File: src/rtl/sdram_bridge_arbiter.sv
`default_nettype none
// ============================================================================
// Module      : sdram_bridge_arbiter
// Description : N-channel round-robin arbiter in front of the SDRAM
//               controller bridge port. One transaction in flight at a time;
//               read data is captured per channel. Optional BUSY watchdog
//               enabled by defining ARB_TIMEOUT_EN.
// Revision    : 1.0 - initial release
// ============================================================================
module sdram_bridge_arbiter #(
    parameter int NUM_CH      = 2,
    parameter int ADDR_W      = 26,
    parameter int DATA_W      = 16,
    parameter int TIMEOUT_CYC = 1024
) (
    input  logic                       Clk,
    input  logic                       Reset,
    input  logic [NUM_CH*ADDR_W-1:0]   req_addr,
    input  logic [NUM_CH*(DATA_W/8)-1:0] req_be,
    input  logic [NUM_CH-1:0]          req_read,
    input  logic [NUM_CH-1:0]          req_write,
    input  logic [NUM_CH*DATA_W-1:0]   req_wrdata,
    output logic [NUM_CH-1:0]          req_ac,
    output logic [NUM_CH*DATA_W-1:0]   req_rddata,
    output logic [ADDR_W-1:0]          ar_addr,
    output logic [DATA_W/8-1:0]        ar_be,
    output logic                       ar_read,
    output logic                       ar_write,
    output logic [DATA_W-1:0]          ar_wrdata,
    input  logic                       ar_ac,
    input  logic [DATA_W-1:0]          ar_rddata,
    output logic                       busy,
    output logic [((NUM_CH>1)?$clog2(NUM_CH):1)-1:0] grant_id,
    output logic                       timeout_err
);

    localparam int BE_W = DATA_W/8;
    localparam int CH_W = (NUM_CH > 1) ? $clog2(NUM_CH) : 1;

    // Elaboration-time sanity check on the configuration.
    if (NUM_CH < 1 || NUM_CH > 8 || TIMEOUT_CYC < 1) begin : g_param_check
        $error("sdram_bridge_arbiter: parameter out of range");
    end

    typedef enum logic [1:0] {
        S_IDLE = 2'd0,
        S_BUSY = 2'd1,
        S_DONE = 2'd2
    } state_t;

    state_t               r_state;
    state_t               w_next;

    logic [NUM_CH-1:0]    w_active;
    logic                 w_found;
    logic [CH_W-1:0]      w_gnt;
    logic                 w_gnt_wr;
    logic [ADDR_W-1:0]    w_gnt_addr;
    logic [BE_W-1:0]      w_gnt_be;
    logic [DATA_W-1:0]    w_gnt_wd;
    logic                 w_tmo;
    logic [DATA_W-1:0]    w_rd_val;

    logic [CH_W-1:0]      r_ptr;
    logic [CH_W-1:0]      r_grant;
    logic [ADDR_W-1:0]    r_addr;
    logic [BE_W-1:0]      r_be;
    logic [DATA_W-1:0]    r_wrdata;
    logic                 r_read;
    logic                 r_write;
    logic [NUM_CH-1:0]    r_ac;
    logic [NUM_CH*DATA_W-1:0] r_rddata;

    // A write wins over a simultaneous read, but either makes the channel active.
    assign w_active = req_read | req_write;

    // Pick the first active channel strictly after the round-robin pointer.
    always_comb begin
        w_found    = 1'b0;
        w_gnt      = '0;
        w_gnt_wr   = 1'b0;
        w_gnt_addr = '0;
        w_gnt_be   = '0;
        w_gnt_wd   = '0;
        for (int k = 1; k <= NUM_CH; k++) begin
            for (int i = 0; i < NUM_CH; i++) begin
                if (!w_found && w_active[i] && (i == ((int'(r_ptr) + k) % NUM_CH))) begin
                    w_found    = 1'b1;
                    w_gnt      = CH_W'(i);
                    w_gnt_wr   = req_write[i];
                    w_gnt_addr = req_addr[i*ADDR_W +: ADDR_W];
                    w_gnt_be   = req_be[i*BE_W +: BE_W];
                    w_gnt_wd   = req_wrdata[i*DATA_W +: DATA_W];
                end
            end
        end
    end

`ifdef ARB_TIMEOUT_EN
    localparam int TCNT_W = $clog2(TIMEOUT_CYC + 1);
    localparam logic [DATA_W-1:0] c_TMO_DATA = {DATA_W/16{16'hDEAD}};

    logic [TCNT_W-1:0] r_tcnt;
    logic              r_terr;

    // Abort at the end of the TIMEOUT_CYC-th BUSY cycle unless the bridge acks.
    assign w_tmo    = (r_state == S_BUSY) && !ar_ac && (r_tcnt == TCNT_W'(TIMEOUT_CYC - 1));
    assign w_rd_val = w_tmo ? c_TMO_DATA : ar_rddata;

    // BUSY-cycle counter (held at zero outside BUSY) and sticky timeout flag.
    always_ff @(posedge Clk) begin
        if (Reset) begin
            r_tcnt <= '0;
            r_terr <= 1'b0;
        end else begin
            if (r_state != S_BUSY) r_tcnt <= '0;
            else                   r_tcnt <= r_tcnt + 1'b1;
            if (w_tmo)             r_terr <= 1'b1;
        end
    end

    assign timeout_err = r_terr;
`else
    assign w_tmo       = 1'b0;
    assign w_rd_val    = ar_rddata;
    assign timeout_err = 1'b0;
`endif

    // State register.
    always_ff @(posedge Clk) begin
        if (Reset) r_state <= S_IDLE;
        else       r_state <= w_next;
    end

    // Next-state logic: grant from IDLE, complete on ack/timeout, one DONE cycle.
    always_comb begin
        w_next = r_state;
        case (r_state)
            S_IDLE:  if (w_found) w_next = S_BUSY;
            S_BUSY:  if (ar_ac || w_tmo) w_next = S_DONE;
            S_DONE:  w_next = S_IDLE;
            default: w_next = S_IDLE;
        endcase
    end

    // Bridge-side command registers, completion pulse and per-channel read data.
    always_ff @(posedge Clk) begin
        if (Reset) begin
            r_ptr    <= CH_W'(NUM_CH - 1);
            r_grant  <= '0;
            r_addr   <= '0;
            r_be     <= '0;
            r_wrdata <= '0;
            r_read   <= 1'b0;
            r_write  <= 1'b0;
            r_ac     <= '0;
            r_rddata <= '0;
        end else begin
            case (r_state)
                S_IDLE: begin
                    r_ac <= '0;
                    if (w_found) begin
                        r_addr   <= w_gnt_addr;
                        r_be     <= w_gnt_be;
                        r_wrdata <= w_gnt_wd;
                        r_write  <= w_gnt_wr;
                        r_read   <= !w_gnt_wr;
                        r_grant  <= w_gnt;
                        r_ptr    <= w_gnt;
                    end
                end
                S_BUSY: begin
                    if (ar_ac || w_tmo) begin
                        r_read  <= 1'b0;
                        r_write <= 1'b0;
                        for (int i = 0; i < NUM_CH; i++) begin
                            if (r_grant == CH_W'(i)) begin
                                r_ac[i] <= 1'b1;
                                if (r_read) r_rddata[i*DATA_W +: DATA_W] <= w_rd_val;
                            end
                        end
                    end
                end
                default: begin
                    r_ac <= '0;
                end
            endcase
        end
    end

    assign req_ac     = r_ac;
    assign req_rddata = r_rddata;
    assign ar_addr    = r_addr;
    assign ar_be      = r_be;
    assign ar_read    = r_read;
    assign ar_write   = r_write;
    assign ar_wrdata  = r_wrdata;
    assign busy       = (r_state != S_IDLE);
    assign grant_id   = r_grant;

endmodule
`default_nettype wire
File: config.mk
export PLATFORM = sky130hd
export DESIGN_NAME = sdram_bridge_arbiter
export DESIGN_NICKNAME = d
export VERILOG_FILES = /design/src/rtl/sdram_bridge_arbiter.sv
export SDC_FILE = /design/constraint.sdc
export NUM_CORES = 1
export LEC_CHECK = 0
export ABC_AREA = 1
export BUFFER_PORTS_ARGS = -buffer_cell sky130_fd_sc_hd__buf_2
export CAP_MARGIN = 30
export CORE_MARGIN = 4
export CORE_UTILIZATION = 45
export CTS_CLUSTER_DIAMETER = 60
export DETAILED_ROUTE_END_ITERATION = 12
export PLACE_DENSITY = 0.8
export SLEW_MARGIN = 20
export SYNTH_ARGS = -nofsm -noshare
export SYNTH_HDL_FRONTEND = slang
export SYNTH_SLANG_ARGS = --single-unit
File: constraint.sdc
create_clock -name Clk -period 1.6 [get_ports Clk]
set_input_delay 0.32 -clock Clk [delete_from_list [all_inputs] [get_ports Clk]]
set_output_delay 0.32 -clock Clk [all_outputs]
set_load 0.01 [all_outputs]
==> summary.md, run 1 <==
| Metric | Value |
|---|---|
| Crit path kind | `reg -> out` |
| CTS HTree Levels | `3` |
| CTS tree | `done` |
| Largest net degree at the start of global routing | `53` |
| Seq/Total Area, Yosys | `46.1%` |
| Number of synthesized flops with an enable pin | `0` |
| Layout cells sized above 1 | `between 30% and 40%` |
| Worst r2r src | `r_state[1]$_SDFFE_PP0P_` |
| # setup viols final | `0` |
| Vias per cell | `4.88` |
| Global-route met3 utilization | `~4.8%` |
| Worst hold slack | `0.151 ns` |
| Met1 Usage GRT | `24.7%` |
| Setup Buffers After CTS | `0` |
| Critical Path RT | `1.28 ns` |
| Core ar. | `7810 um2` |
| Worst Hold Depth | `3` |
| Port bufs | `192` |
| Max Clk Rate | `676 MHz` |
| Total congestion overflow | `0` |
| Worst path buffer plus inverter count | `2` |
| Clock tree sinks | `84` |
| Number of global-route vias before repair | `3669` |
| Fin crit period | `1.48 ns` |
| Slowest stage delay, CP | `0.46 ns` |
| Post_cts resized | `0` |
| Syn avg cell area | `roughly 7 um2` |
| Arrival time at the worst endpoint | `1.16 ns` |
| HP Start | `req_addr[1]` |
| Yosys cell types | `26` |
| Synthesized flop and latch total | `84` |
| Cells along the critical path | `nor2_4 -> inv_2 -> buf_2` |
| Die Width | `98.0 um` |
| Hold Path Sink | `ar_addr[1]$_SDFFE_PP0P_` |
| Delay-heaviest family, CP | `flip-flops` |
| Skew final | `about 0.0097 ns` |
| Post-Syn Nets | `635` |
| Mapped Area | `roughly 3600 um2` |
| Main synth FF type | `dfxtp_1` |
| Most Used Layer, Global Route | `met2` |
| DR WL/cell | `13.2 um` |
| HPWL Detailed | `around 8000 um` |
| Reg-to-reg endpoint | `ar_addr[6]$_SDFFE_PP0P_` |
| Synth Instances | `between 500 and 600` |
| Slowest CP cell | `dfxtp_1` |
| Clock-pin slew on the worst setup and hold paths | `0.10 ns` |
| Ports | `194` |
| Via count | `3970` |
| Cts bufs inserted | `9` |
| Antenna Nets Post-Route | `0` |
| Hold Vio Cnt, Final | `0` |
| Setup slack, reg-to-reg | `~0.21 ns` |
| # rows | `32` |
| Crit path capture type | `output port` |
| RSZ-0062 raised after global routing | `no` |
| Maximum vdd drop | `roughly 0.54 mV` |
| Async set-or-reset flop fraction in the synthesized netlist | `0%` |
| Die height | `around 98 um` |
| Clock buffer depth | `2` |
| ANT cells | `0` |
| # Max-Cap Violations | `0` |
| Pins over their slew limit | `0` |
| Tcrit/Tclk final | `92.4%` |
| Hold Crit Class | `in -> reg` |
| Initial Util | `between 40% and 50%` |
| # hold bufs at CTS | `0` |
| Power Total | `approximately 5.2 mW` |
| Yosys Warn Count | `0` |
| Startpoint types | `register` |
| Max FO, Critical Path | `3` |
| Leakage power | `2.69 nW` |
| Final net count | `818` |
| Met2 Resource Use GR | `38.5%` |
| Worst-Skew Late Latency | `0.36 ns` |
| DIE AREA | `9600 um2` |
| Total Wirelength | `approximately 11000 um` |
| Fillers | `703` |
| Worst R2R Path Depth | `8` |
| Initial drt markers | `148` |
| Outcome | `complete, no violations` |
| GP Congestion | `0.886` |
| CTS root buf | `clkbuf_8` |
| Initial antenna violation count | `0` |
| Area growth syn-to-layout | `34.2%` |
| Final TNS setup | `0 ns` |
| First-pass GRT wire length | `~17000 um` |
| Power density over the cells | `~1100 nW/um2` |
| Pre-antenna DRT Iters | `4` |
| Total GRT Usage | `21.5%` |
| DRC errors left | `0` |
[power by group]
group	switching [mW]	internal [mW]
clock	0.815	0.743
combinational	0.751	0.498
sequential	0.105	2.29
total	1.67	3.53
[cells in the mapped netlist (2+ instances only)]
cell	number	area share [%]
buf_4	6	1.2
buf_6	6	1.9
nor2_4	4	1.2
clkbuf_1	2	0.21
nand3_1	61	8.4
inv_1	3	0.31
nor2_1	36	3.7
inv_2	8	0.82
nand3_2	3	0.82
dfxtp_1	84	46
nand2_2	2	0.34
nand2_1	245	25
o21ai_0	19	2.6
a21oi_1	20	2.7
buf_2	9	1.2
buf_1	6	0.62
[tightest hold or removal path: stages]
cell and delay [ns]:
buf_2 0.08, nand2_1 0.04, nand2_1 0.05
[worst max-delay path by stage]
stage / from / end / slack, ns / depth (start not counted)
floorplan: grant_id$_SDFFE_PP0P_ / req_rddata[16]$_SDFFE_PP0P_ / 0.31 / 6
global placement: ar_ac / req_rddata[12]$_SDFFE_PP0P_ / 0.23 / 7
detailed placement: ar_ac / req_rddata[7]$_SDFFE_PP0P_ / 0.17 / 7
CTS: r_state[1]$_SDFFE_PP0P_ / busy / 0.11 / 3
global route: r_state[0]$_SDFFE_PP0P_ / req_rddata[13]$_SDFFE_PP0P_ / 0.02 / 6
finish: r_state[1]$_SDFFE_PP0P_ / busy / 0.12 / 3
[final cells by class]
| type | count | area, um2 | share of cell area [%] |
|---|---|---|---|
| clock buffer | 9 | 124 | 2.53 |
| clock inverter | 7 | 80.1 | 1.64 |
| inverter | 11 | 41.3 | 0.844 |
| multi-input combinational | 398 | 1730 | 35.4 |
| sequential | 84 | 1680 | 34.4 |
| tap | 102 | 128 | 2.61 |
| timing repair buffer | 203 | 1110 | 22.6 |
[registers in the layout, indices dropped and copies added (netlist names)]
signal      count
req_ac          2
r_ptr           1
ar_be           2
grant_id        1
ar_read         1
req_rddata     32
r_state         2
ar_addr        26
ar_wrdata      16
ar_write        1
[layer usage]
layer / vias to the layer above / share of wire (%)
li1: 2015 / -
met1: 1793 / 39
met2: 139 / 52
met3: 23 / 6.6
met4: 0 / 2.5
met5: - / 0
[cell usage in the layout (no fill, tap or decap), drive strengths merged]
master	n
o211ai	1
clkinvlp	2
nor2	42
o21ai	21
dfxtp	84
buf	203
clkbuf	9
inv	15
nand2	248
conb	1
nand3	64
nor3	1
bufinv	1
a21oi	20
[per-stage QoR]
stage,setup slack (ns),utilization (%),instance area [um2],cells
2_1_floorplan,0.315,-,3640,524
3_3_place_gp,0.232,60.0,4690,798
3_5_place_dp,0.173,60.0,4690,798
4_1_cts,0.110,62.6,4890,814
5_1_grt,0.0212,62.6,4890,814
6_report,0.121,62.6,4890,814
[cells by family after synthesis]
family | Yosys count | synth area share, %
buffers and inverters | 42 | 6.63
DFF | 84 | 46.1
AOI/OAI and AO/OA | 42 | 5.94
and+or+nand+nor | 355 | 41.2
other | 1 | 0.103
No activity file was read; power rests on OpenSTA's default activity.
==> run 2, diff against run 1 <==
--- a/config.mk
+++ b/config.mk
@@ -7,7 +7,8 @@
 export LEC_CHECK = 0
 export ABC_AREA = 1
 export BUFFER_PORTS_ARGS = -buffer_cell sky130_fd_sc_hd__buf_2
-export CAP_MARGIN = 30
+export CAP_MARGIN = 40
+export CORE_ASPECT_RATIO = 1.5
 export CORE_MARGIN = 4
 export CORE_UTILIZATION = 45
 export CTS_CLUSTER_DIAMETER = 60
==> run 2 against run 1 <==
Sequential cell count unchanged. Register-to-register slack got worse by 0.02 ns. Non-clock buffer count unchanged. First-iteration DRC count decreased by 2.7%. Final cell count unchanged.
==> summary.md, run 2 (synthesis results as in run 1) <==
| Metric | Value |
|---|---|
| Outcome | `complete, no violations` |
| # setup viols final | `0` |
| Arrival time at the worst endpoint | `1.12 ns` |
| Initial drt markers | `roughly 140` |
| Area after detailed placement | `4690 um2` |
| First-pass GRT wire length | `about 16000 um` |
| Worst r2r src | `r_state[0]$_SDFFE_PP0P_` |
| Clock-pin slew on the worst setup and hold paths | `around 0.060 ns` |
| Worst Hold Depth | `3` |
| HPWL Detailed | `8140 um` |
| Clock buffer depth | `2` |
| CTS tree | `done` |
| Antenna Nets Post-Route | `0` |
| Die Width | `81.5 um` |
| Hold Crit Class | `in -> reg` |
| Worst-Skew Late Latency | `0.33 ns` |
| Layout cells sized above 1 | `between 30% and 40%` |
| Hold Vio Cnt, Final | `0` |
| CTS root buf | `clkbuf_16` |
| Setup Buffers After CTS | `0` |
| Skew final | `0.00524 ns` |
| Worst hold slack | `0.185 ns` |
| Number of global-route vias before repair | `3483` |
| Max FO, Critical Path | `3` |
| Leakage power | `2.73 nW` |
| Setup slack, reg-to-reg | `between 0.15 and 0.2 ns` |
| DRC errors left | `0` |
| Total congestion overflow | `0` |
| Clock tree sinks | `84` |
| Tcrit/Tclk final | `89.9%` |
| Port bufs | `192` |
| Total Wirelength | `around 11000 um` |
| Pre-antenna DRT Iters | `4` |
| Reg-to-reg endpoint | `req_rddata[9]$_SDFFE_PP0P_` |
| Via count | `roughly 3900` |
| Commonest non-fill, non-tap cell in the layout | `nand2_1` |
| Die height | `118 um` |
| Finished Cell Area | `4970 um2` |
| Max FFs per register | `32` |
| GP Congestion | `0.788` |
| Startpoint types | `register` |
| Power Total | `5.59 mW` |
| Crit path kind | `reg -> out` |
| Most frequent cells in the layout | `245 x nand2_1, 192 x buf_2, 84 x dfxtp_1` |
| Critical Path RT | `1.28 ns` |
| Final TNS setup | `0 ns` |
| Vias per cell | `4.81` |
| Max Clk Rate | `between 600 and 700 MHz` |
| Core ar. | `between 7000 and 8000 um2` |
| # hold bufs at CTS | `0` |
| Fin crit period | `1.44 ns` |
| Final net count | `a little over 800` |
| Ports | `around 190` |
| Crit path capture type | `output port` |
| Worst R2R Path Depth | `6` |
| Power density over the cells | `1120 nW/um2` |
| Hold Path Sink | `ar_addr[24]$_SDFFE_PP0P_` |
| Area growth syn-to-layout | `36.5%` |
| Cts bufs inserted | `9` |
| ANT cells | `0` |
| Initial Util | `47.0%` |
| # Max-Cap Violations | `0` |
| CTS HTree Levels | `3` |
| Maximum vdd drop | `roughly 0.92 mV` |
| Pins over their slew limit | `0` |
| DIE AREA | `9630 um2` |
| Finished Core Util | `64.1%` |
| Post_cts resized | `0` |
| DR WL/cell | `13.0 um` |
| HP Start | `req_addr[24]` |
| Largest net degree at the start of global routing | `64` |
| Initial antenna violation count | `0` |
| RSZ-0062 raised after global routing | `no` |
| Total GRT Usage | `about a fifth` |
| # rows | `39` |
## run 2: metrics by stage
stage,cells,setup WS (ns)
after floorplan,524,0.315
after global placement,798,0.225
after detailed placement,798,0.135
after CTS,814,0.139
after global routing,814,0.00126
final,814,0.162
## run 2: area by class of cell
cell class	instances	area [um2]
Inverter	11	41.3
Tap cell	102	128
Clock inverter	4	22.5
Sequential cell	84	1680
Clock buffer	12	267
Timing Repair Buffer	203	1110
Fill cell	690	2780
Multi-Input combinational cell	398	1730
## run 2: layer usage
| layer | share of wire, % | wire length [um] | GRT usage (%) |
|---|---|---|---|
| met4 | 2.1 | 218 | 9.94 |
| met2 | 51 | 5370 | 37.7 |
| met3 | 11 | 1130 | 6.39 |
| met5 | 0 | 0 | 0 |
| met1 | 37 | 3900 | 21.3 |
## run 2: power breakdown
part | switching [mW] | leakage, nW | internal, mW
Combinational | 0.741 | 1.90 | 0.500
Clock | 0.776 | 0.144 | 1.17
Sequential | 0.110 | 0.687 | 2.29
Total | 1.63 | 2.73 | 3.96
## run 2: worst max-delay path by stage
stage                                  from                          end  slack [ns]  depth (start not counted)
global route        r_state[1]$_SDFFE_PP0P_   req_rddata[7]$_SDFFE_PP0P_       0.001                          7
global placement                      ar_ac  req_rddata[14]$_SDFFE_PP0P_        0.22                          7
detailed placement                    ar_ac   req_rddata[7]$_SDFFE_PP0P_        0.13                          7
floorplan             grant_id$_SDFFE_PP0P_  req_rddata[16]$_SDFFE_PP0P_        0.31                          6
CTS                 r_state[1]$_SDFFE_PP0P_                         busy        0.14                          3
finish              r_state[1]$_SDFFE_PP0P_                         busy        0.16                          3
## run 2: critical path: stages (launching register included)
cell	delay, ns
dfxtp_1	0.45
nor2_4	0.07
inv_2	0.11
buf_2	0.16
